`src/rtl/mips_lite_pkg.sv`:
```
// Shared types for the MIPS-Lite front end.
//   word_t        : 32-bit machine word
//   INSTR_BYTES   : size of one instruction in bytes
//   fetch_entry_t : instruction word tagged with its PC
//   word_align()  : clears the byte-offset bits of an address
package mips_lite_pkg;

   typedef logic [31:0] word_t;

   localparam int unsigned INSTR_BYTES = 4;

   typedef struct packed {
      word_t pc;
      word_t instr;
   } fetch_entry_t;

   // Masking (rather than concatenating a slice) keeps every input bit referenced.
   function automatic word_t word_align(input word_t addr);
      return addr & ~word_t'(INSTR_BYTES - 1);
   endfunction

endpackage

```
`src/rtl/fetch_queue.sv`:
```
// Synchronous FIFO of fetch entries between the memory response port and decode.
//   clk, reset     : clock, synchronous active-high reset
//   push/push_entry: write one entry (ignored when full)
//   pop            : drop the head entry (ignored when empty)
//   flush          : empty the queue; wins over push and pop
//   count          : number of valid entries
//   head_valid     : queue not empty
//   head_entry     : oldest entry, zero when empty
module fetch_queue
   import mips_lite_pkg::*;
#(
   parameter  int DEPTH = 4,
   localparam int PTR_W = $clog2(DEPTH),
   localparam int CNT_W = $clog2(DEPTH + 1)
) (
   input  logic             clk,
   input  logic             reset,
   input  logic             push,
   input  fetch_entry_t     push_entry,
   input  logic             pop,
   input  logic             flush,
   output logic [CNT_W-1:0] count,
   output logic             head_valid,
   output fetch_entry_t     head_entry
);

   localparam logic [CNT_W-1:0] FULL_CNT = CNT_W'(DEPTH);

   fetch_entry_t     mem_q [DEPTH];
   fetch_entry_t     mem_d [DEPTH];
   logic [PTR_W-1:0] wr_ptr_q, wr_ptr_d;
   logic [PTR_W-1:0] rd_ptr_q, rd_ptr_d;
   logic [CNT_W-1:0] count_q, count_d;
   logic             do_push, do_pop;

   assign do_pop  = pop && (count_q != '0);
   assign do_push = push && ((count_q != FULL_CNT) || do_pop);

   always_comb begin
      mem_d    = mem_q;
      wr_ptr_d = wr_ptr_q;
      rd_ptr_d = rd_ptr_q;
      count_d  = count_q;
      if (flush) begin
         wr_ptr_d = '0;
         rd_ptr_d = '0;
         count_d  = '0;
      end else begin
         if (do_push) begin
            mem_d[wr_ptr_q] = push_entry;
            wr_ptr_d        = wr_ptr_q + PTR_W'(1);
         end
         if (do_pop) begin
            rd_ptr_d = rd_ptr_q + PTR_W'(1);
         end
         case ({do_push, do_pop})
            2'b10:   count_d = count_q + CNT_W'(1);
            2'b01:   count_d = count_q - CNT_W'(1);
            default: count_d = count_q;
         endcase
      end
   end

   always_ff @(posedge clk) begin
      if (reset) begin
         wr_ptr_q <= '0;
         rd_ptr_q <= '0;
         count_q  <= '0;
      end else begin
         wr_ptr_q <= wr_ptr_d;
         rd_ptr_q <= rd_ptr_d;
         count_q  <= count_d;
      end
   end

   // Storage needs no reset; the head output is gated by validity instead.
   always_ff @(posedge clk) begin
      mem_q <= mem_d;
   end

   assign count      = count_q;
   assign head_valid = (count_q != '0);
   assign head_entry = head_valid ? mem_q[rd_ptr_q] : '0;

endmodule

```
`src/rtl/mips_fetch_unit.sv`:
```
// MIPS-Lite instruction fetch stage.
//   clk, reset            : clock, synchronous active-high reset
//   imem_req_*            : word-aligned fetch requests (valid/ready)
//   imem_rsp_*            : in-order instruction responses, no backpressure
//   redirect_valid/_pc    : branch/jump target from execute; squashes wrong path
//   instr_valid/_ready    : head-of-queue handshake to decode
//   pc, instr             : head instruction and its PC (zero when empty)
module mips_fetch_unit
   import mips_lite_pkg::*;
#(
   parameter word_t RESET_PC        = 32'h0000_0000,
   parameter int    QUEUE_DEPTH     = 4,
   parameter int    MAX_OUTSTANDING = 2
) (
   input  logic        clk,
   input  logic        reset,
   output logic        imem_req_valid,
   input  logic        imem_req_ready,
   output logic [31:0] imem_req_addr,
   input  logic        imem_rsp_valid,
   input  logic [31:0] imem_rsp_data,
   input  logic        redirect_valid,
   input  logic [31:0] redirect_pc,
   output logic        instr_valid,
   input  logic        instr_ready,
   output logic [31:0] pc,
   output logic [31:0] instr
);

   localparam int OUT_W = $clog2(MAX_OUTSTANDING + 1);
   localparam int CNT_W = $clog2(QUEUE_DEPTH + 1);
   localparam int SUM_W = ((CNT_W > OUT_W) ? CNT_W : OUT_W) + 1;

   localparam logic [OUT_W-1:0] MAX_OUT   = OUT_W'(MAX_OUTSTANDING);
   localparam logic [SUM_W-1:0] DEPTH_SUM = SUM_W'(QUEUE_DEPTH);
   localparam word_t            PC_STEP   = word_t'(INSTR_BYTES);

   word_t            fetch_pc_q, fetch_pc_d;
   word_t            rsp_pc_q, rsp_pc_d;
   logic [OUT_W-1:0] outstanding_q, outstanding_d;
   logic [OUT_W-1:0] drop_q, drop_d;

   logic [CNT_W-1:0] q_count;
   logic             q_head_valid;
   fetch_entry_t     q_head;
   fetch_entry_t     push_entry;
   logic [SUM_W-1:0] credit_used;
   logic             req_fire, rsp_fire, rsp_keep, rsp_drop;
   word_t            redirect_target;

   // Queue slots are reserved at request time, so a response always has room.
   assign credit_used    = SUM_W'(q_count) + SUM_W'(outstanding_q);
   assign imem_req_valid = !reset && !redirect_valid &&
                           (outstanding_q < MAX_OUT) && (credit_used < DEPTH_SUM);
   assign imem_req_addr  = fetch_pc_q;

   assign req_fire        = imem_req_valid && imem_req_ready;
   // A response with nothing outstanding is a protocol error and is ignored.
   assign rsp_fire        = imem_rsp_valid && (outstanding_q != '0);
   assign rsp_drop        = rsp_fire && (drop_q != '0);
   assign rsp_keep        = rsp_fire && (drop_q == '0);
   assign redirect_target = word_align(redirect_pc);

   always_comb begin
      fetch_pc_d    = fetch_pc_q;
      rsp_pc_d      = rsp_pc_q;
      outstanding_d = outstanding_q;
      drop_d        = drop_q;

      if (req_fire && !rsp_fire) begin
         outstanding_d = outstanding_q + OUT_W'(1);
      end else if (rsp_fire && !req_fire) begin
         outstanding_d = outstanding_q - OUT_W'(1);
      end

      if (redirect_valid) begin
         fetch_pc_d = redirect_target;
         rsp_pc_d   = redirect_target;
         // Every request still in flight after this edge belongs to the old path.
         drop_d     = outstanding_q - OUT_W'(rsp_fire);
      end else begin
         if (req_fire) begin
            fetch_pc_d = fetch_pc_q + PC_STEP;
         end
         if (rsp_keep) begin
            rsp_pc_d = rsp_pc_q + PC_STEP;
         end
         if (rsp_drop) begin
            drop_d = drop_q - OUT_W'(1);
         end
      end
   end

   always_ff @(posedge clk) begin
      if (reset) begin
         fetch_pc_q    <= RESET_PC;
         rsp_pc_q      <= RESET_PC;
         outstanding_q <= '0;
         drop_q        <= '0;
      end else begin
         fetch_pc_q    <= fetch_pc_d;
         rsp_pc_q      <= rsp_pc_d;
         outstanding_q <= outstanding_d;
         drop_q        <= drop_d;
      end
   end

   assign push_entry = '{pc: rsp_pc_q, instr: imem_rsp_data};

   fetch_queue #(
      .DEPTH(QUEUE_DEPTH)
   ) u_queue (
      .clk       (clk),
      .reset     (reset),
      .push      (rsp_keep && !redirect_valid),
      .push_entry(push_entry),
      .pop       (q_head_valid && instr_ready),
      .flush     (redirect_valid),
      .count     (q_count),
      .head_valid(q_head_valid),
      .head_entry(q_head)
   );

   assign instr_valid = q_head_valid;
   assign pc          = q_head.pc;
   assign instr       = q_head.instr;

endmodule

```
`config.mk`:
```
export PLATFORM = sky130hd
export DESIGN_NAME = mips_fetch_unit
export DESIGN_NICKNAME = d
export VERILOG_FILES = /design/src/rtl/mips_lite_pkg.sv /design/src/rtl/fetch_queue.sv /design/src/rtl/mips_fetch_unit.sv
export SDC_FILE = /design/constraint.sdc
export NUM_CORES = 1
export LEC_CHECK = 0
export ABC_AREA = 1
export CORE_MARGIN = 4
export CORE_UTILIZATION = 51
export CTS_CLUSTER_DIAMETER = 60
export CTS_CLUSTER_SIZE = 40
export DETAILED_ROUTE_END_ITERATION = 8
export PLACE_DENSITY = 0.73
export SETUP_SLACK_MARGIN = 0.2
export SYNTH_ARGS = -nofsm -noshare
export SYNTH_HDL_FRONTEND = slang
export SYNTH_SLANG_ARGS = --single-unit
```
`constraint.sdc`:
```
create_clock -name clk -period 3.75 [get_ports clk]
set_input_delay 0.375 -clock clk [delete_from_list [all_inputs] [get_ports clk]]
set_output_delay 0.375 -clock clk [all_outputs]
set_load 0.1 [all_outputs]
```
==> flow_summary.yaml <==
outcome:
  status: "finished, final reports clean"
layout:
  syn_to_final_growth_pct: 20.7
  final_core_util: 0.625
  drive_gt1_frac: 0.0897
  n_fill_cell: 2221
  multi_input_area_um2: 4780
  n_antenna_cell: 0
  final_area_um2: 17400
  seqCellArea_um2: 8870
  fin_nets: 1760
global_route:
  overflow: 0
  grt_pass1_vias: 10408
  antenna_found_initial: 0
  grt_start_max_net_pins: 83
  grt_use_total: 0.214
  grt_pass1_wl_mm: 53.9
timing:
  whs_ps: 363
  worst_pin_slew_ps: 986
  fin_skew_ps: 18.0
  final-setup-viol-count: 0
  max_freq_mhz: 341
  drv_slew: 0
  fin_crit_ps: 2940
  fin_crit_sh: 0.783
  final_hold_viol_count: 0
  grt_setup_unrepaired: "no"
  slew_headroom: 0.341
yosys:
  synthCells: 1543
  yosysUniqueCellTypes: 37
  avgSynthCellArea_um2: 9.33
  async_flop_share: 0
  synthesis.area_um2: 14400
  synthDominantCellAreaShare: 0.518
  synth_top_cell_by_area: "edfxtp_1"
  synthFlopType: "edfxtp_1"
  yosys-top-cells-area: "edfxtp_1, dfxtp_1, nor2_1, nand2_1, o21ai_0"
  yosysWarningCount: 0
  synth_edf_count: 248
  seq_area_frac_synth: 0.616
  synth_seq_cells: 319
route:
  drc: 0
  postRouteAntennaNets: 0
  dr_wl_met2_mm: 16.6
  wl_met1_mm: 15.0
  vias: 11117
  routed.top_layer: "met4"
  via_per_inst: 5.37
  initialDrtViolationCount: 893
  wl_per_cell_um: 16.7
  met3_wirelength_mm: 2.53
  dr.pass1.iters: 6
  wl_mm: 34.7
power_and_ir_drop:
  power_density_nw_per_um2: 426
  p_leak_nw: 6.25
  finalPower_mw: 7.40
  ir_worst_vdd_mv: 0.286
floorplanning:
  dieArea_um2: 31000
  io_pins: 168
  die_x_um: 176
  start_util: 0.518
  core_um2: 27800
  row_count: 61
  die_h_um: 176
critical_path:
  start_kind: "flop"
  crit_end: "pc[10]"
  arrival_ps: 2560
  worst-setup-path-type: "reg2out"
  crit_start: "u_queue.rd_ptr_q[0]"
  cp_max_fo: 82
  crit_slowest_cell: "dfxtp_4"
  crit_chain: "buf_12 > nor2_1 > nor2_1 > o21ai_0 > a21oi_1 > buf_12"
  end_kind: "output pin"
  r2r_setup_slack_ps: 1080
  cp_slowest_stage_delay_ps: 700
  reg2reg_depth: 14
  critPathRequiredTime_ps: 3380
  r2r-end: "u_queue.count[2]"
  r2r_start: "drop_q[0]"
run:
  cap_viol_max_count: 0
clock_tree:
  tritoncts: "yes"
  clock_latency_ps: 530
  clock_sinks: 319
  post_cts_buffers: 0
  cts_made_buffers: 22
  postCtsHoldBufs: 0
  clockBufferDepth: 3
  post_cts_resize_count: 0
  root_buffer: "clkbuf_16"
  clk_pin_slew_ps: 80
  cts_max_level: 1
place:
  io_buffers: 161
  routabilityCongestion: 0.887
  dpl_cell_area_um2: 16600
  hpwl_mm: 22.1
min_path:
  hold_path.class: "in2reg"
  worstHoldPathCells: 5
routing by layer:
layer  global-route usage  vias up
met1                0.295     5223
met3               0.0304       48
met5                    0        -
met4               0.0458        0
li1                     -     5430
met2                0.367      416
registers in the layout, indices dropped and copies added, names as in the netlist:
register          cells
imem_req_addr        30
outstanding_q         2
drop_q                2
u_queue.mem_q       248
u_queue.rd_ptr_q      2
rsp_pc_q             30
u_queue.wr_ptr_q      2
u_queue.count         3
cells in the mapped netlist, types with 2 or more instances:
cell type / n
o21bai_1: 3
nand3b_1: 7
buf_2: 13
ha_1: 11
xnor2_1: 7
nor2_4: 5
xor2_1: 10
inv_2: 5
nand2_2: 5
and2_1: 3
nand3_1: 70
nand2_1: 250
buf_4: 7
nand4_1: 3
nor2_1: 344
edfxtp_1: 248
inv_1: 106
nor3_1: 2
clkbuf_1: 41
a21oi_1: 124
o211ai_1: 2
o21ai_0: 169
buf_6: 4
buf_1: 8
nor2_2: 5
a31oi_1: 10
dfxtp_1: 71
area by class of cell:
cell class | instances | share of cell area
Clock buffer | 26 | 0.0344
Timing Repair Buffer | 181 | 0.118
Clock inverter | 14 | 0.00943
Multi-Input combinational cell | 1041 | 0.275
Tap cell | 378 | 0.0272
Sequential cell | 319 | 0.511
Inverter | 113 | 0.0248
layout by cell type, fill, tap and decap left out, drive strengths merged, types with 3 or more instances in the layout:
| cell | instances |
|---|---|
| nor2 | 355 |
| nand2 | 256 |
| edfxtp | 248 |
| o21ai | 170 |
| a21oi | 124 |
| inv | 121 |
| clkdlybuf4s50 | 97 |
| buf | 84 |
| dfxtp | 71 |
| nand3 | 70 |
| clkbuf | 26 |
| ha | 11 |
| xor2 | 10 |
| a31oi | 10 |
| nand3b | 7 |
| xnor2 | 7 |
| conb | 4 |
| clkinv | 4 |
| and2 | 3 |
| o21bai | 3 |
| nand4 | 3 |
power by group:
group	internal [mW]	total [mW]	switching (mW)	leakage, nW
clock network	1.23	2.52	1.29	0.369
registers	3.91	4.01	0.104	2.84
logic	0.258	0.869	0.611	3.03
total	5.39	7.40	2.00	6.25
per-stage QoR:
step,worst slack (ps),setup TNS (ps),instances
after detailed placement,833,0,2032
after global routing,603,0,2072
after CTS,781,0,2072
final,814,0,2072
after floorplan,-404,-100190,1546
after global placement,865,0,2032
worst min-delay path by stage:
stage               slack (ps)                  end       from
finish                     360  u_queue.rd_ptr_q[0]      reset
global route               370  u_queue.wr_ptr_q[1]      reset
CTS                        350  u_queue.rd_ptr_q[0]      reset
detailed placement         480            drop_q[1]  drop_q[1]
global placement           470            drop_q[1]  drop_q[1]
floorplan                  460            drop_q[1]  drop_q[1]
kinds of logic (layout without fill, tap and decap cells):
logic type / count (synthesis) / in the layout / synth area share
other: 1 / 4 / 0.000261
AND/OR/NAND/NOR: 697 / 697 / 0.197
XOR/XNOR: 17 / 17 / 0.0103
flip-flops: 319 / 319 / 0.616
AO/OA/AOI/OAI: 311 / 311 / 0.111
adder cells (fa/ha/maj): 12 / 12 / 0.0110
buffers and inverters: 186 / 334 / 0.0541
worst max-delay path: cells and delay by family, from the launching register on:
kind | cells | cell delay, ps
DFF | 1 | 700
and+or+nand+nor | 2 | 170
AOI/OAI and AO/OA | 2 | 450
buffers and inverters | 2 | 620
Note: power is estimated with default switching activity, not from simulation.
